$ cat config.mk
export PLATFORM = sky130hd
export DESIGN_NAME = fir_filter
export DESIGN_NICKNAME = d
export VERILOG_FILES = /design/src/rtl/fir_pkg.sv /design/src/rtl/fir_tap_mac.sv /design/src/rtl/fir_filter.sv
export SDC_FILE = /design/constraint.sdc
export NUM_CORES = 1
export LEC_CHECK = 0
export ABC_CLOCK_PERIOD_IN_PS = 5280
export BUFFER_PORTS_ARGS = -buffer_cell sky130_fd_sc_hd__buf_2
export CORE_UTILIZATION = 32
export DETAILED_ROUTE_END_ITERATION = 10
export HOLD_SLACK_MARGIN = 0.02
export PLACE_DENSITY = 0.58
export SETUP_SLACK_MARGIN = 0.4
export SYNTH_ARGS = -nofsm -noshare
export SYNTH_HDL_FRONTEND = slang
export SYNTH_SLANG_ARGS = --single-unit
$ cat constraint.sdc
create_clock -name clk -period 5.28 [get_ports clk]
set_clock_uncertainty 0.05 [all_clocks]
set_input_delay 0 -clock clk [delete_from_list [all_inputs] [get_ports clk]]
set_output_delay 0 -clock clk [all_outputs]
set_load 0.02 [all_outputs]
$ cat src/rtl/fir_pkg.sv
// Shared definitions for the fixed-coefficient streaming FIR filter:
// default geometry, output width rule, default taps and signed typedefs.
package fir_pkg;

    localparam int DEF_DATA_WIDTH  = 8;
    localparam int DEF_COEFF_WIDTH = 8;
    localparam int DEF_TAPS        = 4;

    // Two guard bits on top of the full product width keep a 4-tap sum exact.
    function automatic int OUT_W(input int dw, input int cw);
        return dw + cw + 2;
    endfunction

    localparam int DEF_OUT_W = DEF_DATA_WIDTH + DEF_COEFF_WIDTH + 2;

    // Slice [k*CW +: CW] holds h[k]; default h = [1,2,3,4].
    localparam logic [DEF_TAPS*DEF_COEFF_WIDTH-1:0] DEFAULT_COEFFS =
        {8'sd4, 8'sd3, 8'sd2, 8'sd1};

    typedef logic signed [DEF_DATA_WIDTH-1:0]  sample_t;
    typedef logic signed [DEF_COEFF_WIDTH-1:0] coeff_t;
    typedef logic signed [DEF_OUT_W-1:0]       acc_t;

endpackage

$ cat src/rtl/fir_tap_mac.sv
// One FIR tap: signed sample times a fixed signed coefficient, with the
// full-precision product sign-extended to the accumulator width.
module fir_tap_mac
    import fir_pkg::*;
#(
    parameter int                             DATA_WIDTH  = DEF_DATA_WIDTH,
    parameter int                             COEFF_WIDTH = DEF_COEFF_WIDTH,
    parameter logic signed [COEFF_WIDTH-1:0]  COEFF       = '0
) (
    input  logic signed [DATA_WIDTH-1:0]                        sample_i,
    output logic signed [OUT_W(DATA_WIDTH, COEFF_WIDTH)-1:0]    product_o
);

    localparam int PW = DATA_WIDTH + COEFF_WIDTH;

    localparam logic signed [PW-1:0] COEFF_EXT =
        {{DATA_WIDTH{COEFF[COEFF_WIDTH-1]}}, COEFF};

    logic signed [PW-1:0] sample_ext;
    logic signed [PW-1:0] prod;

    // Both operands are widened to the product width first so the multiply
    // is exact in PW bits and needs no further truncation.
    assign sample_ext = {{COEFF_WIDTH{sample_i[DATA_WIDTH-1]}}, sample_i};
    assign prod       = sample_ext * COEFF_EXT;
    assign product_o  = {{2{prod[PW-1]}}, prod};

endmodule

$ cat src/rtl/fir_filter.sv
// Direct-form TAPS-tap signed FIR with a valid strobe and no backpressure.
// One registered output per accepted sample, one cycle after acceptance.
module fir_filter
    import fir_pkg::*;
#(
    parameter int                               DATA_WIDTH  = DEF_DATA_WIDTH,
    parameter int                               COEFF_WIDTH = DEF_COEFF_WIDTH,
    parameter int                               TAPS        = DEF_TAPS,
    parameter logic [TAPS*COEFF_WIDTH-1:0]      COEFFS      = DEFAULT_COEFFS
) (
    input  logic                                                clk,
    input  logic                                                rst,
    input  logic signed [DATA_WIDTH-1:0]                        sample_in,
    input  logic                                                sample_valid,
    output logic signed [OUT_W(DATA_WIDTH, COEFF_WIDTH)-1:0]    sample_out,
    output logic                                                sample_out_valid
);

    localparam int OW = OUT_W(DATA_WIDTH, COEFF_WIDTH);

    // A zero-tap filter has no meaning; stop elaboration instead of building nothing.
    if (TAPS < 1) begin : g_bad_taps
        $error("fir_filter: TAPS must be >= 1");
    end

    // x_q[0] is the most recent accepted sample, x_q[TAPS-1] the oldest.
    logic signed [DATA_WIDTH-1:0] x_q    [TAPS];
    logic signed [DATA_WIDTH-1:0] x_d    [TAPS];
    logic signed [DATA_WIDTH-1:0] tap_in [TAPS];
    logic signed [OW-1:0]         prod   [TAPS];
    logic signed [OW-1:0]         acc;
    logic signed [OW-1:0]         y_q;
    logic signed [OW-1:0]         y_d;
    logic                         vld_q;

    // Tap 0 sees the incoming sample directly; older taps see the delay line
    // as it stood before this edge, so the new sample is not counted twice.
    for (genvar k = 0; k < TAPS; k++) begin : g_tap
        if (k == 0) begin : g_newest
            assign tap_in[k] = sample_in;
        end else begin : g_history
            assign tap_in[k] = x_q[k-1];
        end

        fir_tap_mac #(
            .DATA_WIDTH  (DATA_WIDTH),
            .COEFF_WIDTH (COEFF_WIDTH),
            .COEFF       (COEFFS[k*COEFF_WIDTH +: COEFF_WIDTH])
        ) u_mac (
            .sample_i  (tap_in[k]),
            .product_o (prod[k])
        );
    end

    // Sum all tap products; beyond four taps the sum wraps at OW bits.
    always_comb begin
        acc = '0;
        for (int k = 0; k < TAPS; k++) begin
            acc = acc + prod[k];
        end
    end

    // Next-state: shift and capture only on an accepted sample, else hold.
    always_comb begin
        x_d = x_q;
        y_d = y_q;
        if (sample_valid) begin
            y_d    = acc;
            x_d[0] = sample_in;
            for (int k = 1; k < TAPS; k++) begin
                x_d[k] = x_q[k-1];
            end
        end
    end

    // State registers; reset wipes the history and the output.
    always_ff @(posedge clk) begin
        if (rst) begin
            for (int k = 0; k < TAPS; k++) begin
                x_q[k] <= '0;
            end
            y_q   <= '0;
            vld_q <= 1'b0;
        end else begin
            x_q   <= x_d;
            y_q   <= y_d;
            vld_q <= sample_valid;
        end
    end

    assign sample_out       = y_q;
    assign sample_out_valid = vld_q;

endmodule

==> results.md, run 1 <==
* Final period util at 0.715
* Vias at 1,777
* Final hold slack at 0.197 ns
* Ys Warns at 0
* Via/cell ratio at 4.34
* Clock latency on the worst-skew pair at 0.29 ns
* Drt total wl at 4.33 mm
* Final-stage net count at 365
* Root Driver: clkbuf_8
* Min Clock Period, post-route at 3.78 ns
* Global Route Usage Sum at 0.112
* Total CTS buffers at 5
* Reg clk slew, reported paths at 0.08 ns
* Sink Count at 38
* R2R Path End: sample_out[8]$_SDFFE_PP0P_
* Worst-margin pin slew at 1.09 ns
* Post-cts hold buffer count at 8
* First-pass GRT wire length at 7.60 mm
* Crit path capture type: flip-flop
* Synth cell types at 32
* Starting density of the core at 0.333
* Setup TNS at 0 ns
* Largest net degree at the start of global routing at 45
* # rows at 32
* Post-synthesis cell count at 276
* Placer Congestion at 0.723
* Setup bufs post-CTS at 0
* Hpwl dp at 3.28 mm
* Hold Fails Final Rpt at 0
* Most common cell in the netlist: inv_1
* Area growth, synth to finish at 14.3%
* Synth Flop Type: dfxtp_1
* Die height at 92.1 um
* Number of port buffers at 29
* Antenna cells at 0
* Post-synth ARST share at 0
* H-tree level count at 2
* Clock buffer depth at 2
* Register area share after synthesis at 0.293
* Max Cap Violations at 0
* Synth area leader: dfxtp_1
* Peak VDD IR at 0.0000865 V
* Vias in the first global route at 1,696
* WP data arrival at 3.92 ns
* Hold Crit Endpoint: tap_in[8]$_SDFFE_PP0P_
* Top cells by area, synth: dfxtp_1 29%, fa_1 18%, ha_1 12%, mux2i_1 11%, inv_1 8.4%
* CP required at 5.43 ns
* Drt drc at 0
* Core region area at 0.00781 mm2
* R2R Path Start: tap_in[17]$_SDFFE_PP0P_
* Synthesized flop and latch total at 38
* Initial DRC Count at 34
* Die width at 92.1 um
* Post-synth EDFFs at 0
* RSZ-0062 raised after global routing: false
* Cell Pwr Density at 263 mW/mm2
* Pins Over Slew Limit at 0
* CP max FO at 3
* Post-synth top area share at 0.293
* CTS tree: yes
* Post-Syn Area at 0.00260 mm2
* WHS Path Cells at 2
* Fin util at 0.380
* Wire per inst at 10.6 um
* Static leakage at 0.00147 uW
* Min-delay src: rst
* Share of cells above drive strength 1 at 0.127
* R2R Setup Slk at 1.57 ns
* Synth Area per Inst at 9.42 um2
* Worst Reg-to-Reg Cells at 13
* Initial antenna violation count at 0
* 1st-pass router iterations at 4
* Syn Nets at 335
* I/O pins at 30
* Most instantiated cells after synthesis: 58 x inv_1, 38 x dfxtp_1, 35 x nor2_1
* Crit Path Class: in2reg
* CP startpoint kind: input pin
* Post-DP Area at 0.00280 mm2
* # setup viols final at 0
* Rel. slew slack at 0.276
* Hold Crit Class: in2reg
* Fmax at 0.265 GHz
* Status: finished, final reports clean
* Post-route cell area at 0.00297 mm2
* CTS resizes at 0
* Die area at 0.00849 mm2
* Remaining global-route overflow at 0
* Final ANT Viol Nets at 0
## per-stage QoR
stage          setup WS, ns  cells  total power, uW
2_1_floorplan          1.74    276              522
3_3_place_gp           1.66    393              574
3_5_place_dp           1.55    393              578
4_1_cts                1.48    409              797
5_1_grt                1.31    409              843
6_report               1.50    409              782
## area by class of cell
type | count | area, um2
Timing Repair Buffer | 37 | 225
Fill cell | 810 | 4840
Clock buffer | 6 | 82.6
Inverter | 58 | 218
Sequential cell | 38 | 761
Tap cell | 102 | 128
Multi-Input combinational cell | 166 | 1540
Clock inverter | 2 | 12.5
## flip-flops by register name, summed over array words and instances, names as in the netlist
name / flops
tap_in: 24
sample_out_valid: 1
sample_out: 13
## cell usage in the layout (no fill, tap or decap), types with 2 or more instances in the layout
cell,synthesis,layout
inv_1,58,58
dfxtp_1,38,38
nor2_1,35,35
mux2i_1,29,29
buf_2,4,29
ha_1,25,25
fa_1,23,23
a21oi_1,9,9
dlygate4sd3_1,0,8
nand2_1,7,7
o21ai_0,7,7
clkbuf_8,0,6
nand2b_1,4,4
xnor2_1,3,3
xor2_1,3,3
a21o_1,2,2
a211oi_1,2,2
nor3b_1,2,2
o22ai_1,2,2
## cells by family (layout without fill, tap and decap cells)
family / Yosys count / after routing / share of synthesized area
and+or+nand+nor: 54 / 54 / 0.0934
buffers and inverters: 72 / 103 / 0.113
DFF: 38 / 38 / 0.293
AOI/OAI and AO/OA: 29 / 29 / 0.0713
adders and majority gates: 48 / 48 / 0.298
xor gates and xnor gates: 6 / 6 / 0.0202
muxes: 29 / 29 / 0.112
## worst max-delay path by stage
stage	from	end	slack, ns	depth (start not counted)
after floorplan	tap_in[17]$_SDFFE_PP0P_	sample_out[8]$_SDFFE_PP0P_	1.74	13
after global placement	tap_in[17]$_SDFFE_PP0P_	sample_out[8]$_SDFFE_PP0P_	1.66	13
after detailed placement	tap_in[17]$_SDFFE_PP0P_	sample_out[8]$_SDFFE_PP0P_	1.55	13
after CTS	sample_in[2]	sample_out[8]$_SDFFE_PP0P_	1.48	15
after global routing	sample_in[2]	sample_out[8]$_SDFFE_PP0P_	1.31	15
final	sample_in[2]	sample_out[8]$_SDFFE_PP0P_	1.50	15
## where the power goes
group | leakage (uW) | switching, uW | internal, uW
combinational | 0.00111 | 147 | 104
clock | 0.0000472 | 104 | 105
sequential | 0.000312 | 14.2 | 309
## critical path, cell delays in order
cell,delay (ns)
dlygate4sd3_1,0.53
buf_2,0.14
fa_1,0.53
inv_1,0.05
fa_1,0.46
fa_1,0.49
inv_1,0.07
ha_1,0.18
inv_1,0.07
fa_1,0.39
nand2b_1,0.19
a211oi_2,0.18
nor2b_1,0.08
or4b_1,0.46
o311ai_1,0.10
## routing by layer
metal,GRT usage,part of all wire,vias up
li1,-,-,928
met4,0.0469,0.020,0
met3,0.0224,0.029,6
met5,0,0,-
met2,0.167,0.42,33
met1,0.158,0.53,810
No activity file was read; power rests on OpenSTA's default activity.
==> inputs of run 2 (changes only) <==
--- a/config.mk
+++ b/config.mk
@@ -5,12 +5,12 @@
 export SDC_FILE = /design/constraint.sdc
 export NUM_CORES = 1
 export LEC_CHECK = 0
-export ABC_CLOCK_PERIOD_IN_PS = 5280
+export ABC_CLOCK_PERIOD_IN_PS = 3200
 export BUFFER_PORTS_ARGS = -buffer_cell sky130_fd_sc_hd__buf_2
 export CORE_UTILIZATION = 32
 export DETAILED_ROUTE_END_ITERATION = 10
 export HOLD_SLACK_MARGIN = 0.02
-export PLACE_DENSITY = 0.58
+export PLACE_DENSITY = 0.6
 export SETUP_SLACK_MARGIN = 0.4
 export SYNTH_ARGS = -nofsm -noshare
 export SYNTH_HDL_FRONTEND = slang
==> constraint.sdc (replaced) <==
create_clock -name clk -period 3.2 [get_ports clk]
set_clock_uncertainty 0.05 [all_clocks]
set_input_delay 0 -clock clk [delete_from_list [all_inputs] [get_ports clk]]
set_output_delay 0 -clock clk [all_outputs]
set_load 0.02 [all_outputs]
==> run 2 against run 1 <==
  * The flow now finishes with violations (setup timing)
  * Final area is 13% higher
  * Via count grew 7.5%
  * Flip-flop and latch count unchanged
==> results.md, run 2 (synthesis results as in run 1) <==
* Vias in the first global route at 1,907 (+12%)
* CP max stage delay at 0.49 ns (-0.04 ns)
* CTS tree: yes
* Number of port buffers at 29 (unchanged)
* Crit path capture type: flip-flop
* Cell Pwr Density at 453 mW/mm2 (+72%)
* CP startpoint kind: flip-flop
* Remaining global-route overflow at 0 (unchanged)
* 1st-pass router iterations at 4 (unchanged)
* Largest net degree at the start of global routing at 45 (unchanged)
* Psw at 510 uW (+93%)
* Placer Congestion at 0.744 (+2.9%)
* Area growth, synth to finish at 28.8%
* Die area at 0.00849 mm2 (unchanged)
* Reg clk slew, reported paths at 0.08 ns (about the same)
* Drt drc at 0 (unchanged)
* R2R Setup Slk at -0.37 ns (-1.94 ns)
* Final period util at 1.12
* Global routing usage on met3 at 0.0282 (+0.00580)
* Total CTS buffers at 5 (unchanged)
* Clock latency on the worst-skew pair at 0.29 ns (about the same)
* Net Sw Frac at 0.337 (-0.00170)
* Failing checks: setup timing
* Hold Fails Final Rpt at 0 (unchanged)
* First-pass GRT wire length at 8.28 mm (+9.0%)
* Final hold slack at 0.0326 ns (-0.165 ns)
* CP Cell Sequence: fa_1 -> inv_1 -> fa_1 -> fa_1 -> inv_1 -> ha_2 -> inv_2 -> fa_2 -> nand2b_4 -> a211oi_4 -> nor2b_2 -> or4b_4 -> o311ai_2
* Clk pwr share at 0.269 (+0.002)
* Post-route cell area at 0.00335 mm2 (+13%)
* Crit Path Class: reg2reg
* Worst setup path start: tap_in[17]$_SDFFE_PP0P_
* Fin util at 0.429 (+0.0484)
* Dpl ws at -0.308 ns (-1.86 ns)
* Fmax at 0.280 GHz
* GR Util met1 at 0.153 (-0.00499)
* Drt total wl at 4.97 mm (+15%)
* Commonest cells after routing, fill and taps aside: 52 x inv_1, 34 x nor2_1, 34 x dfxtp_1, 29 x mux2i_1, 29 x buf_2
* Setup crit end: sample_out[8]$_SDFFE_PP0P_
* # rows at 32 (unchanged)
* CP max FO at 2 (-1)
* Post-DP Area at 0.00298 mm2 (+6.6%)
* Pins Over Slew Limit at 0 (unchanged)
* RSZ-0062 raised after global routing: true
* Die height at 92.1 um (unchanged)
* Static leakage at 0.00164 uW (+11%)
* Share of cells above drive strength 1 at 0.298 (+0.171)
* WHS Path Cells at 4 (+2)
* # setup viols final at 5 (+5)
* Final worst slack at -0.373 ns (-1.88 ns)
* Most used cell, CP: fa_1
* Final-stage net count at 390 (+6.8%)
* Initial antenna violation count at 0 (unchanged)
* Worst-margin pin slew at 1.13 ns (+0.0484 ns)
* Initial DRC Count at 55 (+62%)
* Wire per inst at 11.5 um (+8.4%)
* Gr busiest metal: met2
* Clock buffer depth at 2 (unchanged)
* Pint at 1010 uW (+94%)
* Largest register FFs at 24 (unchanged)
* Worst Reg-to-Reg Cells at 13 (unchanged)
* Max Cap Violations at 0 (unchanged)
* Min Clock Period, post-route at 3.57 ns
* GR Layer Usage met2 at 0.203 (+0.0361)
* R2R Path Start: tap_in[17]$_SDFFE_PP0P_
* Antenna cells at 0 (unchanged)
* Vias at 1,911 (+7.5%)
* R2R Path End: sample_out[8]$_SDFFE_PP0P_
* Hold Crit Class: in2reg
* Global Route Usage Sum at 0.123 (+0.0103)
* Hpwl dp at 3.31 mm (+0.86%)
* WP data arrival at 3.73 ns (-0.19 ns)
* CP required at 3.35 ns (-2.08 ns)
* Starting density of the core at 0.333 (unchanged)
* Final ANT Viol Nets at 0 (unchanged)
* Most common cell after layout, fill and taps aside: inv_1
* Core region area at 0.00781 mm2 (unchanged)
* H-tree level count at 2 (unchanged)
* Die width at 92.1 um (unchanged)
* Root Driver: clkbuf_8
* Rel. slew slack at 0.244 (-0.0322)
* Sequential share of power at 0.350 (-0.063)
* Total power draw at 1520 uW (+94%)
* Comb power frac at 0.380 (+0.060)
* Via/cell ratio at 4.40 (+1.3%)
* I/O pins at 30 (unchanged)
* Sink Count at 38 (unchanged)
* Peak VDD IR at 0.000166 V (+91%)
* Critical path's slowest cell: fa_1
* Status: finished with violations
-- run 2: cell count changes in the layout (fill, tap and decap cells not counted), moves of 3 or more --
cell     delta
a21oi_1     -3
buf_4      +24
dfxtp_1     -4
dfxtp_2     +4
ha_1        -5
ha_4        +4
inv_1       -6
inv_2       +6
o21ai_0     -5
o21ai_1     +3
-- run 2: critical path: cells and delay by family (launching register included) --
family | cells | cell delay [ns]
and+or+nand+nor | 3 | 0.73
buffers and inverters | 3 | 0.15
AOI/OAI and AO/OA | 2 | 0.31
adders and majority gates | 5 | 1.90
DFF | 1 | 0.33
-- run 2: power groups by stage --
stage / Clock (uW) / Combinational, uW / Sequential, uW
after CTS: 419 / 521 / 532
after global placement: 0 / 463 / 541
final: 408 / 576 / 531
after global routing: 434 / 640 / 536
after floorplan: 0 / 296 / 574
after detailed placement: 0 / 469 / 542
-- run 2: area by class of cell --
class                      instances  area (um2)
clock buffer                       5        68.8
clock inverter                     3        40.0
fill                             771        4460
inverter                          58         218
multi-input combinational        166        1710
sequential                        38         766
tap                              102         128
timing repair buffer              62         418
-- run 2: per-stage QoR --
| step | instances | setup TNS [ns] |
|---|---|---|
| after floorplan | 276 | -0.389 |
| after global placement | 415 | -1.40 |
| after detailed placement | 415 | -1.54 |
| after CTS | 432 | -1.01 |
| after global routing | 434 | -2.20 |
| final | 434 | -1.26 |
-- run 2: worst min path at each step --
stage / from / to / slack (ns)
2_1_floorplan: sample_in[1] / tap_in[17]$_SDFFE_PP0P_ / 0.1
3_3_place_gp: sample_in[0] / tap_in[16]$_SDFFE_PP0P_ / 0.21
3_5_place_dp: sample_in[4] / tap_in[20]$_SDFFE_PP0P_ / 0.21
4_1_cts: sample_in[2] / tap_in[18]$_SDFFE_PP0P_ / 0.03
5_1_grt: sample_in[2] / tap_in[18]$_SDFFE_PP0P_ / 0.08
6_report: sample_in[2] / tap_in[18]$_SDFFE_PP0P_ / 0.03
-- run 2: routing by layer --
layer | wire, um | vias up
li1 | - | 976
met1 | 2370 | 898
met2 | 2370 | 32
met3 | 161 | 5
met4 | 76 | 0
met5 | 0 | -
-- run 2: what timing repair did --
item,CTS,global route
pin swaps,15,15
buffers inserted,2,2
endpoints found under the setup margin,10,10
hold buffers,7,0
hold endpoints to repair,7,0
resized for setup,16,23
cloned,0,0
==> inputs of run 3 (changes only) <==
==> constraint.sdc (replaced) <==
create_clock -name clk -period 3.2 [get_ports clk]
set_clock_uncertainty 0.05 [all_clocks]
set_input_delay 0 -clock clk [delete_from_list [all_inputs] [get_ports clk]]
set_output_delay 0 -clock clk [all_outputs]
set_load 0.05 [all_outputs]
==> run 3 against run 2 <==
  * The flow still finishes with violations (setup timing)
  * Final cell count down 0.69%
  * First-iteration DRC count down 20%
  * Routed wire length down 5.0%
  * Utilization down 1.2 points
  * Non-clock buffer count down 3
  * Power up 2.3%
  * Register-to-register slack better by 0.06 ns
  * Flip-flop and latch count unchanged
  * Largest cell class unchanged
  * Largest power group unchanged
==> results.md, run 3 (synthesis results as in run 1) <==
* I/O pins at 30 (unchanged)
* CP startpoint kind: flip-flop
* R2R Setup Slk at -0.31 ns (+0.06 ns)
* Crit path capture type: flip-flop
* Critical path's slowest cell: fa_1
* 1st-pass router iterations at 4 (unchanged)
* Clock latency on the worst-skew pair at 0.29 ns (about the same)
* Multi-input logic area at 0.00165 mm2 (-3.8%)
* Initial antenna violation count at 0 (unchanged)
* Largest net degree at the start of global routing at 45 (unchanged)
* CP required at 3.35 ns (about the same)
* Global Route Usage Sum at 0.121 (-0.00154)
* Static leakage at 0.00161 uW (-1.8%)
* CP max stage delay at 0.49 ns (about the same)
* Area growth, synth to finish at 25.4%
* Total power draw at 1550 uW (+2.3%)
* CTS tree: yes
* Min-delay src: sample_in[2]
* Hold Crit Class: in2reg
* Largest register FFs at 24 (unchanged)
* CP max FO at 3 (+1)
* Vias in the first global route at 1,912 (+0.26%)
* Hold Crit Endpoint: tap_in[18]$_SDFFE_PP0P_
* Most common cell after layout, fill and taps aside: inv_1
* Die width at 92.1 um (unchanged)
* Vias at 1,889 (-1.2%)
* Hold Fails Final Rpt at 0 (unchanged)
* # rows at 32 (unchanged)
* Status: finished with violations
* Worst Reg-to-Reg Cells at 13 (unchanged)
* Root Driver: clkbuf_8
* Die area at 0.00849 mm2 (unchanged)
* H-tree level count at 2 (unchanged)
* WP data arrival at 3.66 ns (-0.07 ns)
* Die height at 92.1 um (unchanged)
* Cell Pwr Density at 476 mW/mm2 (+5.1%)
* Drt total wl at 4.72 mm (-5.0%)
* Antenna cells at 0 (unchanged)
* R2R Path Start: tap_in[17]$_SDFFE_PP0P_
* Via/cell ratio at 4.38 (-0.46%)
* Wire per inst at 11.0 um (-4.4%)
* Commonest cells after routing, fill and taps aside: 51 x inv_1, 35 x nor2_1, 33 x dfxtp_1, 29 x mux2i_1, 29 x buf_2
* Peak VDD IR at 0.000172 V (+4.2%)
* Remaining global-route overflow at 0 (unchanged)
* Starting density of the core at 0.333 (unchanged)
* Hpwl dp at 3.40 mm (+3.0%)
* Final ANT Viol Nets at 0 (unchanged)
* Min Clock Period, post-route at 3.51 ns (-0.0630 ns)
* # setup viols final at 4 (-1)
* Reg clk slew, reported paths at 0.08 ns (about the same)
* Final worst slack at -0.310 ns (+0.0630 ns)
* Clock buffer depth at 2 (unchanged)
* Failing checks: setup timing
* CP Cell Sequence: fa_1 -> inv_1 -> fa_1 -> fa_1 -> inv_1 -> ha_2 -> inv_2 -> fa_2 -> nand2b_4 -> a211oi_2 -> nor2b_1 -> or4b_1 -> o311ai_1
* Drt drc at 0 (unchanged)
* Sink Count at 38 (unchanged)
* Final-stage net count at 387 (-0.77%)
* Initial DRC Count at 44 (-20%)
* Number of port buffers at 29 (unchanged)
* Total CTS buffers at 5 (unchanged)
* Most used cell, CP: fa_1
* RSZ-0062 raised after global routing: true
* Reg area at 767 um2 (+0.16%)
* Fill count at 777 (+0.78%)
* Fmax at 0.285 GHz (+1.8%)
* Worst-margin pin slew at 1.12 ns (-0.0164 ns)
* Placer Congestion at 0.741 (-0.48%)
* Crit Path Class: reg2reg
* Worst setup path start: tap_in[17]$_SDFFE_PP0P_
* Final period util at 1.10 (-0.0197)
* WHS Path Cells at 4 (unchanged)
* R2R Path End: sample_out[8]$_SDFFE_PP0P_
* Dpl ws at -0.319 ns (-0.0115 ns)
* Rel. slew slack at 0.255 (+0.0109)
* First-pass GRT wire length at 8.23 mm (-0.59%)
* Pins Over Slew Limit at 0 (unchanged)
* Max Cap Violations at 0 (unchanged)
* Core region area at 0.00781 mm2 (unchanged)
* Share of cells above drive strength 1 at 0.274 (-0.0246)
run 3: through the flow:
step / std cells / utilization / setup TNS [ns] / area [um2] / hold slack [ns]
2_1_floorplan: 276 / - / -0.389 / 2620 / 0.0971
3_3_place_gp: 415 / 0.382 / -1.40 / 2980 / 0.208
3_5_place_dp: 415 / 0.382 / -1.51 / 2980 / 0.218
4_1_cts: 430 / 0.413 / -0.920 / 3220 / 0.0326
5_1_grt: 431 / 0.417 / -1.82 / 3260 / 0.0876
6_report: 431 / 0.417 / -0.905 / 3260 / 0.0312
run 3: layout make-up:
class / count / area share
Timing Repair Buffer: 59 / 0.120
Clock inverter: 3 / 0.0123
Sequential cell: 38 / 0.235
Tap cell: 102 / 0.0392
Multi-Input combinational cell: 166 / 0.505
Clock buffer: 5 / 0.0211
Inverter: 58 / 0.0668
run 3: worst max path at each step:
stage	cells after the start	to	slack, ns
6_report	13	sample_out[8]$_SDFFE_PP0P_	-0.31
5_1_grt	13	sample_out[8]$_SDFFE_PP0P_	-0.44
4_1_cts	13	sample_out[8]$_SDFFE_PP0P_	-0.30
3_5_place_dp	13	sample_out[8]$_SDFFE_PP0P_	-0.32
3_3_place_gp	13	sample_out[8]$_SDFFE_PP0P_	-0.28
2_1_floorplan	13	sample_out[8]$_SDFFE_PP0P_	-0.24
run 3: where the power goes:
part	internal (uW)	total, uW	leakage, uW	switching (uW)
Combinational	251	611	0.00124	359
Clock	230	408	0.0000579	179
Sequential	510	531	0.000314	20.5
Total	991	1550	0.00161	558
run 3: worst max-delay path: cells and delay by family (launching register included):
kind | cells | cell delay (ns)
AND/OR/NAND/NOR | 3 | 0.71
flip-flops | 1 | 0.33
AO/OA/AOI/OAI | 2 | 0.27
adder cells (fa/ha/maj) | 5 | 1.90
buffers and inverters | 3 | 0.15
run 3: what timing repair did:
item,CTS,global route
setup endpoints to repair,10,10
buffers inserted,0,1
hold buffers,7,0
resized for setup,13,14
endpoints found under the hold margin,7,0
pin swaps,12,13
run 3: layer usage:
metal  GRT usage  share of wire  vias up
met2       0.203           0.47       33
met1       0.153           0.48      882
met5           0              0        -
met4      0.0443          0.016        0
met3      0.0249          0.031        5
li1            -              -      969
